===== src/rtl/mem_access_ctrl_pkg.sv =====
// mem_access_ctrl_pkg
// Shared constants and types for the MEM-stage request front end of the
// RAM1/UART controller.
//   ACT_BIT / QUEUE_SIZE     : act-token and receive-queue pointer widths
//   UART_DATA_ADDR           : UART data register (forwarded to the controller)
//   UART_STAT_ADDR           : UART status register (answered locally)
//   TIMEOUT_DEF              : WAIT cycles allowed before an access is abandoned
//   state_t                  : request FSM state encoding
//   stat_word()              : builds the UART status word
package mem_access_ctrl_pkg;

  localparam int          ACT_BIT        = 2;
  localparam int          QUEUE_SIZE     = 4;
  localparam logic [15:0] UART_DATA_ADDR = 16'hBF00;
  localparam logic [15:0] UART_STAT_ADDR = 16'hBF01;
  localparam int          TIMEOUT_DEF    = 1023;

  typedef enum logic [1:0] {
    ST_IDLE = 2'd0,
    ST_WAIT = 2'd1,
    ST_RESP = 2'd2
  } state_t;

  // Bit 0 reads as 1 (transmitter always ready), bit 1 flags pending rx data.
  function automatic logic [15:0] stat_word(input logic rx_avail);
    return {14'b0, rx_avail, 1'b1};
  endfunction

endpackage


===== src/rtl/mem_access_ctrl_if.sv =====
// mem_access_ctrl_if
// Bus between the request front end (master) and the RAM1/UART controller
// (slave).
//   mem_rd / mem_wr          : access request, held for the whole access
//   mem_addr / mem_value     : access address and store data
//   mem_act                  : act token; a new value marks a new access
//   uart_work_done / result  : completion flag and read data from controller
//   queue_front / queue_tail : controller receive-queue pointers
interface mem_access_ctrl_if #(
  parameter int ACT_W = mem_access_ctrl_pkg::ACT_BIT,
  parameter int QW    = mem_access_ctrl_pkg::QUEUE_SIZE
);

  logic             mem_rd;
  logic             mem_wr;
  logic [15:0]      mem_addr;
  logic [15:0]      mem_value;
  logic [ACT_W-1:0] mem_act;
  logic             uart_work_done;
  logic [15:0]      result;
  logic [QW-1:0]    queue_front;
  logic [QW-1:0]    queue_tail;

  modport master (
    output mem_rd, mem_wr, mem_addr, mem_value, mem_act,
    input  uart_work_done, result, queue_front, queue_tail
  );

  modport slave (
    input  mem_rd, mem_wr, mem_addr, mem_value, mem_act,
    output uart_work_done, result, queue_front, queue_tail
  );

endinterface


===== src/rtl/mem_access_ctrl_watchdog.sv =====
// access_watchdog
// Counts cycles while enabled and raises expire during the LIMIT-th enabled
// cycle after a clear.
//   clk, rst : clock, asynchronous active-low reset
//   clr      : restart the count (new access issued)
//   en       : count this cycle (access outstanding)
//   expire   : high for the cycle in which the budget is used up
module access_watchdog #(
  parameter int LIMIT = 1023
) (
  input  logic clk,
  input  logic rst,
  input  logic clr,
  input  logic en,
  output logic expire
);

  localparam int CW = $clog2(LIMIT + 1);

  logic [CW-1:0] count_reg;

  always_ff @(posedge clk or negedge rst) begin
    if (!rst) begin
      count_reg <= '0;
    end else if (clr) begin
      count_reg <= '0;
    end else if (en && !expire) begin
      count_reg <= count_reg + 1'b1;
    end
  end

  // Count holds k-1 during the k-th enabled cycle.
  assign expire = en && (count_reg == CW'(LIMIT - 1));

endmodule


===== src/rtl/mem_access_ctrl.sv =====
// mem_access_ctrl
// Turns single-cycle MEM-stage loads/stores into the controller's act-token
// handshake, stalls the pipeline until the access completes, serves the UART
// status register locally and abandons accesses that exceed the watchdog.
//   clk, rst              : clock, asynchronous active-low reset
//   req_rd/req_wr         : load/store request (store wins if both set)
//   req_addr/req_wdata    : access address and store data
//   stall                 : freeze pipeline
//   rdata/rdata_valid     : load result and its one-cycle strobe
//   err/err_addr          : sticky timeout flag and first timed-out address
//   bus                   : controller side (mem_*, done, result, queue ptrs)
module mem_access_ctrl #(
  parameter int          ACT_W          = mem_access_ctrl_pkg::ACT_BIT,
  parameter int          QW             = mem_access_ctrl_pkg::QUEUE_SIZE,
  parameter logic [15:0] UART_DATA_ADDR = mem_access_ctrl_pkg::UART_DATA_ADDR,
  parameter logic [15:0] UART_STAT_ADDR = mem_access_ctrl_pkg::UART_STAT_ADDR,
  parameter int          TIMEOUT        = mem_access_ctrl_pkg::TIMEOUT_DEF
) (
  input  logic        clk,
  input  logic        rst,
  input  logic        req_rd,
  input  logic        req_wr,
  input  logic [15:0] req_addr,
  input  logic [15:0] req_wdata,
  output logic        stall,
  output logic [15:0] rdata,
  output logic        rdata_valid,
  output logic        err,
  output logic [15:0] err_addr,
  mem_access_ctrl_if.master bus
);

  import mem_access_ctrl_pkg::*;

  // The data register is an ordinary forwarded address; it only has to be
  // distinct from the locally answered status register.
  if (UART_DATA_ADDR == UART_STAT_ADDR) begin : g_bad_map
    $error("UART data and status registers must differ");
  end

  state_t           state_reg, state_next;
  logic             mem_rd_reg, mem_rd_next;
  logic             mem_wr_reg, mem_wr_next;
  logic [15:0]      mem_addr_reg, mem_addr_next;
  logic [15:0]      mem_value_reg, mem_value_next;
  logic [ACT_W-1:0] mem_act_reg, mem_act_next;
  logic [15:0]      rdata_reg, rdata_next;
  logic             err_reg, err_next;
  logic [15:0]      err_addr_reg, err_addr_next;

  logic          req_any;
  logic          is_stat;
  logic          rx_avail;
  logic [QW-1:0] queue_front;
  logic [QW-1:0] queue_tail;
  logic          wd_clr;
  logic          wd_expire;

  assign queue_front = bus.queue_front;
  assign queue_tail  = bus.queue_tail;
  assign req_any     = req_rd | req_wr;
  assign is_stat     = (req_addr == UART_STAT_ADDR);
  assign rx_avail    = (queue_front != queue_tail);

  access_watchdog #(.LIMIT(TIMEOUT)) u_watchdog (
    .clk    (clk),
    .rst    (rst),
    .clr    (wd_clr),
    .en     (state_reg == ST_WAIT),
    .expire (wd_expire)
  );

  always_ff @(posedge clk or negedge rst) begin
    if (!rst) begin
      state_reg     <= ST_IDLE;
      mem_rd_reg    <= 1'b0;
      mem_wr_reg    <= 1'b0;
      mem_addr_reg  <= '0;
      mem_value_reg <= '0;
      mem_act_reg   <= '0;
      rdata_reg     <= '0;
      err_reg       <= 1'b0;
      err_addr_reg  <= '0;
    end else begin
      state_reg     <= state_next;
      mem_rd_reg    <= mem_rd_next;
      mem_wr_reg    <= mem_wr_next;
      mem_addr_reg  <= mem_addr_next;
      mem_value_reg <= mem_value_next;
      mem_act_reg   <= mem_act_next;
      rdata_reg     <= rdata_next;
      err_reg       <= err_next;
      err_addr_reg  <= err_addr_next;
    end
  end

  always_comb begin
    state_next     = state_reg;
    mem_rd_next    = mem_rd_reg;
    mem_wr_next    = mem_wr_reg;
    mem_addr_next  = mem_addr_reg;
    mem_value_next = mem_value_reg;
    mem_act_next   = mem_act_reg;
    rdata_next     = rdata_reg;
    err_next       = err_reg;
    err_addr_next  = err_addr_reg;
    wd_clr         = 1'b0;

    case (state_reg)
      ST_IDLE: begin
        if (req_any) begin
          if (is_stat) begin
            // Status writes are dropped; only reads update rdata.
            if (!req_wr) rdata_next = stat_word(rx_avail);
            state_next = ST_RESP;
          end else begin
            mem_addr_next  = req_addr;
            mem_value_next = req_wdata;
            mem_wr_next    = req_wr;
            mem_rd_next    = ~req_wr;
            mem_act_next   = mem_act_reg + 1'b1;
            wd_clr         = 1'b1;
            state_next     = ST_WAIT;
          end
        end
      end

      ST_WAIT: begin
        // A completion arriving in the expiry cycle still counts as success.
        if (bus.uart_work_done) begin
          if (mem_rd_reg) rdata_next = bus.result;
          mem_rd_next = 1'b0;
          mem_wr_next = 1'b0;
          state_next  = ST_RESP;
        end else if (wd_expire) begin
          err_next = 1'b1;
          if (!err_reg) err_addr_next = mem_addr_reg;
          rdata_next  = 16'hFFFF;
          mem_rd_next = 1'b0;
          mem_wr_next = 1'b0;
          state_next  = ST_RESP;
        end
      end

      ST_RESP: state_next = ST_IDLE;

      default: state_next = ST_IDLE;
    endcase
  end

  // No path from uart_work_done: stall only looks at state and the request.
  assign stall       = req_any & (state_reg != ST_RESP);
  assign rdata_valid = (state_reg == ST_RESP);
  assign rdata       = rdata_reg;
  assign err         = err_reg;
  assign err_addr    = err_addr_reg;

  assign bus.mem_rd    = mem_rd_reg;
  assign bus.mem_wr    = mem_wr_reg;
  assign bus.mem_addr  = mem_addr_reg;
  assign bus.mem_value = mem_value_reg;
  assign bus.mem_act   = mem_act_reg;

endmodule

===== src/flat_wrapper.sv =====
// flat-port wrapper written by rule: the top's interface ports become plain ports
module mem_access_ctrl_flat import mem_access_ctrl_pkg::*;
#(
  parameter int          ACT_W          = mem_access_ctrl_pkg::ACT_BIT,
  parameter int          QW             = mem_access_ctrl_pkg::QUEUE_SIZE,
  parameter logic [15:0] UART_DATA_ADDR = mem_access_ctrl_pkg::UART_DATA_ADDR,
  parameter logic [15:0] UART_STAT_ADDR = mem_access_ctrl_pkg::UART_STAT_ADDR,
  parameter int          TIMEOUT        = mem_access_ctrl_pkg::TIMEOUT_DEF
)
  (clk, rst, req_rd, req_wr, req_addr, req_wdata, stall, rdata, rdata_valid, err, err_addr, bus_mem_rd, bus_mem_wr, bus_mem_addr, bus_mem_value, bus_mem_act, bus_uart_work_done, bus_result, bus_queue_front, bus_queue_tail);
  mem_access_ctrl_if #(.ACT_W(ACT_W), .QW(QW)) bus_i ();
  input  logic clk;
  input  logic rst;
  input  logic req_rd;
  input  logic req_wr;
  input  logic [15:0] req_addr;
  input  logic [15:0] req_wdata;
  output logic stall;
  output logic [15:0] rdata;
  output logic rdata_valid;
  output logic err;
  output logic [15:0] err_addr;
  output wire logic [$bits(bus_i.mem_rd)-1:0] bus_mem_rd;
  output wire logic [$bits(bus_i.mem_wr)-1:0] bus_mem_wr;
  output wire logic [$bits(bus_i.mem_addr)-1:0] bus_mem_addr;
  output wire logic [$bits(bus_i.mem_value)-1:0] bus_mem_value;
  output wire logic [$bits(bus_i.mem_act)-1:0] bus_mem_act;
  input wire logic [$bits(bus_i.uart_work_done)-1:0] bus_uart_work_done;
  input wire logic [$bits(bus_i.result)-1:0] bus_result;
  input wire logic [$bits(bus_i.queue_front)-1:0] bus_queue_front;
  input wire logic [$bits(bus_i.queue_tail)-1:0] bus_queue_tail;
  assign bus_mem_rd = bus_i.mem_rd;
  assign bus_mem_wr = bus_i.mem_wr;
  assign bus_mem_addr = bus_i.mem_addr;
  assign bus_mem_value = bus_i.mem_value;
  assign bus_mem_act = bus_i.mem_act;
  assign bus_i.uart_work_done = bus_uart_work_done;
  assign bus_i.result = bus_result;
  assign bus_i.queue_front = bus_queue_front;
  assign bus_i.queue_tail = bus_queue_tail;
  mem_access_ctrl #(.ACT_W(ACT_W), .QW(QW), .UART_DATA_ADDR(UART_DATA_ADDR), .UART_STAT_ADDR(UART_STAT_ADDR), .TIMEOUT(TIMEOUT)) u_core (.clk(clk), .rst(rst), .req_rd(req_rd), .req_wr(req_wr), .req_addr(req_addr), .req_wdata(req_wdata), .stall(stall), .rdata(rdata), .rdata_valid(rdata_valid), .err(err), .err_addr(err_addr), .bus(bus_i));
endmodule

===== config.mk =====
export PLATFORM = sky130hd
export DESIGN_NAME = mem_access_ctrl_flat
export DESIGN_NICKNAME = d
export VERILOG_FILES = /design/src/rtl/mem_access_ctrl_pkg.sv /design/src/rtl/mem_access_ctrl_if.sv /design/src/rtl/mem_access_ctrl_watchdog.sv /design/src/rtl/mem_access_ctrl.sv /design/src/flat_wrapper.sv
export SDC_FILE = /design/constraint.sdc
export NUM_CORES = 1
export LEC_CHECK = 0
export BUFFER_PORTS_ARGS = -buffer_cell sky130_fd_sc_hd__buf_2
export CAP_MARGIN = 30
export CORE_AREA = 4 4 111 113
export CTS_CLUSTER_DIAMETER = 30
export CTS_CLUSTER_SIZE = 20
export DETAILED_ROUTE_END_ITERATION = 8
export DIE_AREA = 0 0 115 117
export HOLD_SLACK_MARGIN = 0.05
export SLEW_MARGIN = 5
export SYNTH_ARGS = -nofsm -noshare
export SYNTH_HDL_FRONTEND = slang
export SYNTH_SLANG_ARGS = --single-unit

===== constraint.sdc =====
create_clock -name clk -period 6.31 [get_ports clk]
set_input_delay 1.5775 -clock clk [delete_from_list [all_inputs] [get_ports clk]]
set_output_delay 1.5775 -clock clk [all_outputs]
set_load 0.01 [all_outputs]

# == Word-level counts from Yosys, hierarchy flattened ==
# Cells that the tools add are included.
# op_classes
bitwise,6
add_sub_neg,2
reduce_logical,12
n_mux,25
eq_ne,12
# op_table
cell,n
16-bit two-way mux,6
16-bit one-hot mux with 2 select lines,1
10-bit two-way mux,2
"16-bit == test, second input constant",1
"10-bit by 1-bit adder with 10-bit output, second input constant",1
"10-bit == test, second input constant",1
1-bit two-way mux,9
2-bit two-way mux,4
4-bit AND reduction,2
"2-bit inequality test, second input constant",3
"3-bit by 2-bit inequality test with 1-bit output, second input constant",2
3-bit AND reduction,2
6-bit AND reduction,1
"2-bit by 1-bit inequality test with 1-bit output, second input constant",2
4-bit inequality test,1
1-bit inverter,4
1-bit one-hot mux with 2 select lines,2
2-bit one-hot mux with 2 select lines,1
2-bit nonzero test,2
"2-bit by 1-bit adder with 2-bit output, second input constant",1
"2-bit by 1-bit == test with 1-bit output, second input constant",1
"2-bit == test, second input constant",1
1-bit logical AND,2
2-bit zero test,1
other kinds (4),4
# word_totals
output_inout_bits,71
register_bits,81
word_cells,67

# == Logic depth before layout (Yosys ltp) ==
# depth
depth_word,6
depth_mapped,8
mapped_depth_nobuf,6

# == By module ==
# A second synthesis with hierarchy kept.
# hier_totals
cells_unflattened,269
area_unflattened_um2,3574.7
# by_module_without_submodules
module,area_per_inst_um2,cells_per_inst,seq_area_each_um2,n_inst
mem_access_ctrl,3005.4,211,1776.7,1
access_watchdog,569.3,58,250.2,1

# == Worst setup path after synthesis ==
# No wires, ideal clock.
# synth_path
kind,input-to-output
from,input req_rd
to,output stall
path_slack_ns,2.821
arrival_ns,1.912
n_path_buf,0
path_stages,2
required_time_ns,4.733
cell_sequence,nor2_1 -> nor2_1
# synth_via
elab_chain_len,2
# synth_lines
item,line_no,rtl
"start, declared",flat_wrapper.sv:14,input logic req_rd;
1-bit OR,mem_access_ctrl.sv:61,assign req_any = req_rd | req_wr;
1-bit bitwise AND,mem_access_ctrl.sv:152,assign stall = req_any & (state_reg != ST_RESP);
"end, declared",flat_wrapper.sv:18,output logic stall;
# No other way between the ends.

# == Final worst setup path ==
# Same ends and word-level chain as after synthesis.

==> run summary <==
Die area: 13500 um^2
CP max stage delay: 380 ps
CORE AREA: 11300 um^2
Die W: 115 um
Setup tns final: 0 ps
CP Class: in2out
Wire length per cell: 15.9 um
ANT cells: 0
CTS tree: built
CTS clk-pin slew, worst paths: 60 ps
Row count: 39
Net count, final: 481
Layout cells sized above 1: 40.3%
Worst-skew pair later-pin latency: 340 ps
Cell chain of the critical path: buf_2, nor2_1, nor2_1, buf_2
Final Skew: 9.48 ps
Fin. Hold Viols: 0
Avg Inst Size Synth: 12.5 um^2
Period minus WS final: 3940 ps
Post-Syn Instances: 284
CTS Hold Bufs: 0
Slew Limit Fails: 0
Final setup fails: 0
Met2 usage: 21.5%
First-pass GRT wire length: 14400 um
CP arrival: 2370 ps
Util after Layout: 41.2%
Port-buffer cells: 131
Post-route insts no fill: 565
Final period utilization: 62.5%
Number of synthesized flops with an enable pin: 0
Crit-path slowest cell: nor2_1
Max-Cap Viols: 0
Max IR drop VDD: 195 uV
Root Buffer: clkbuf_16
Post-synth ARST share: 100%
Largest net degree at the start of global routing: 63
Peak Freq: 254 MHz
Total wire length: 8990 um
RSZ-0062 raised after global routing: no
CTS resizes: 0
Synth warn: 0
1st-iter DRT viols: 112
Total power: 2050 uW
Synthesis-stage register bit count: 81
DR vias: 2733
GRT Max-Usage Layer: met2
Post-DP HPWL: 6740 um
Seq/Total Area, Yosys: 57.2%
Vias in the first global route: 2820
CTS sink cnt: 81
Total CTS buffers: 9
Met1 usage: 17.8%
Setup crit start kind: primary input
Grt ovf: 0
Max clock buf depth: 2
Die Ht: 117 um
Top FF cell, synth: dfrtp_1
Slew headroom: 45.0%
Crit path max-delay family: simple AND/OR/NAND/NOR gates
Buf/Inv on CP: 2
Crit end category: output port
Status: finished, final reports clean
All-Layer GR Usage: 13.7%
Post-CTS Setup Repair Bufs: 0
ANT nets after route: 0
Post-route DRC: 0
Power per cell area: 439 nW/um^2
Syn nets: 347
Yosys cell types: 46
GR Util met3: 5.04%
Placed Cells: 550
Post-DR vias/cell: 4.84
Leakage: 0.00240 uW
First-pass DRT Iterations: 4
Hold Path Class: reg2reg
Synth-to-Final Area Change: 31.8%
Initial antenna violation count: 1
IO Pins: 132
Worst Tran Pin Value: 823 ps
H-tree depth: 3
Synth Cell Area: 3540 um^2
Gp weighted congestion: 0.825
CP required: 4730 ps
Starting density of the core: 31.3%
Max Fanout on Critical Path: 6
[power by group]
part	leakage (uW)	internal [uW]	switching [uW]
clock network	0.000137	302	202
logic	0.00124	323	387
registers	0.00103	706	131
total	0.00240	1330	720
[metrics by stage]
step / setup WS (ps) / hold slack, ps / cell area, um^2
after floorplan: 2820 / 473 / 3540
after global placement: 2190 / 458 / 4350
after detailed placement: 2220 / 462 / 4380
after CTS: 2360 / 476 / 4670
after global routing: 2310 / 501 / 4670
final: 2370 / 478 / 4670
[placed cells by master (no fill, tap or decap), drive strengths merged, types with 4 or more instances in the layout]
cell type	n
nand4	6
o21ai	4
mux2	48
xor2	5
a21o	16
dfrtp	81
nor2	8
inv	7
clkbuf	9
nand2	22
a21oi	20
buf	135
[synth_stat cells, drive strengths merged, types with 2 or more instances]
library cell   n  area share, %
dfrtp         81             57
mux2          48             15
nand2         22            2.3
a21oi         20            2.8
a21o          16            3.4
nor2           8           0.85
inv            7           0.74
buf            6           0.85
clkbuf         6           0.64
nand4          6            1.1
xor2           5            1.2
o21ai          4           0.57
a211oi         3           0.64
a31oi          3           0.53
and3           3           0.53
and4           3           0.74
nand2b         3           0.53
nor4           3           0.53
o41ai          3            1.3
or4b           3           0.85
a211o          2           0.49
and2           2           0.35
ha             2           0.71
mux2i          2           0.57
nand3          2           0.28
nor3           2           0.28
o31ai          2           0.42
or3            2           0.35
xnor2          2           0.49
[worst paths after layout]
check                                                     from                                  end  slack [ps]  depth (start not counted)
setup / recovery                                        req_rd                                stall        2370                          4
hold / removal             u_core.bus.mem_value[6]$_DFFE_PN0P_  u_core.bus.mem_value[6]$_DFFE_PN0P_         480                          1
setup reg to reg               u_core.state_reg[0]$_DFFE_PN0P_  u_core.bus.mem_addr[12]$_DFFE_PN0P_        3880                          5
hold reg to reg            u_core.bus.mem_value[6]$_DFFE_PN0P_  u_core.bus.mem_value[6]$_DFFE_PN0P_         480                          1
max in group asynchronous                                  rst          u_core.rdata[9]$_DFFE_PN0P_        4590                          2
min in group asynchronous                                  rst  u_core.bus.mem_addr[13]$_DFFE_PN0P_        1120                          1
[kinds of logic after synthesis]
logic type	after synthesis	share of synthesized area, %
mux	50	15.8
fa+ha+maj	2	0.706
compound gates	60	11.8
xor+xnor	7	1.73
flops	81	57.2
simple gates	65	10.5
buf+inv	19	2.23
[layer usage]
layer	vias up	wire length, um
met1	1309	3870
met4	2	126
li1	1309	-
met2	99	4190
met3	14	782
met5	-	12
[worst reg2reg max path: stages, from the launching register on]
cell     delay [ps]
dfrtp_1         490
nor2_1          260
o41ai_4         180
nor2_4          660
buf_4           370
mux2_1          350
[area by class of cell]
class | instances | area (um^2)
multi-input cells | 184 | 1440
clock buffers | 9 | 225
clock inverters | 6 | 60.1
fillers | 1115 | 6650
inverters | 7 | 26.3
repair buffers | 135 | 708
flip-flops and latches | 81 | 2030
well taps | 143 | 179
No activity file was read; power rests on OpenSTA's default activity.
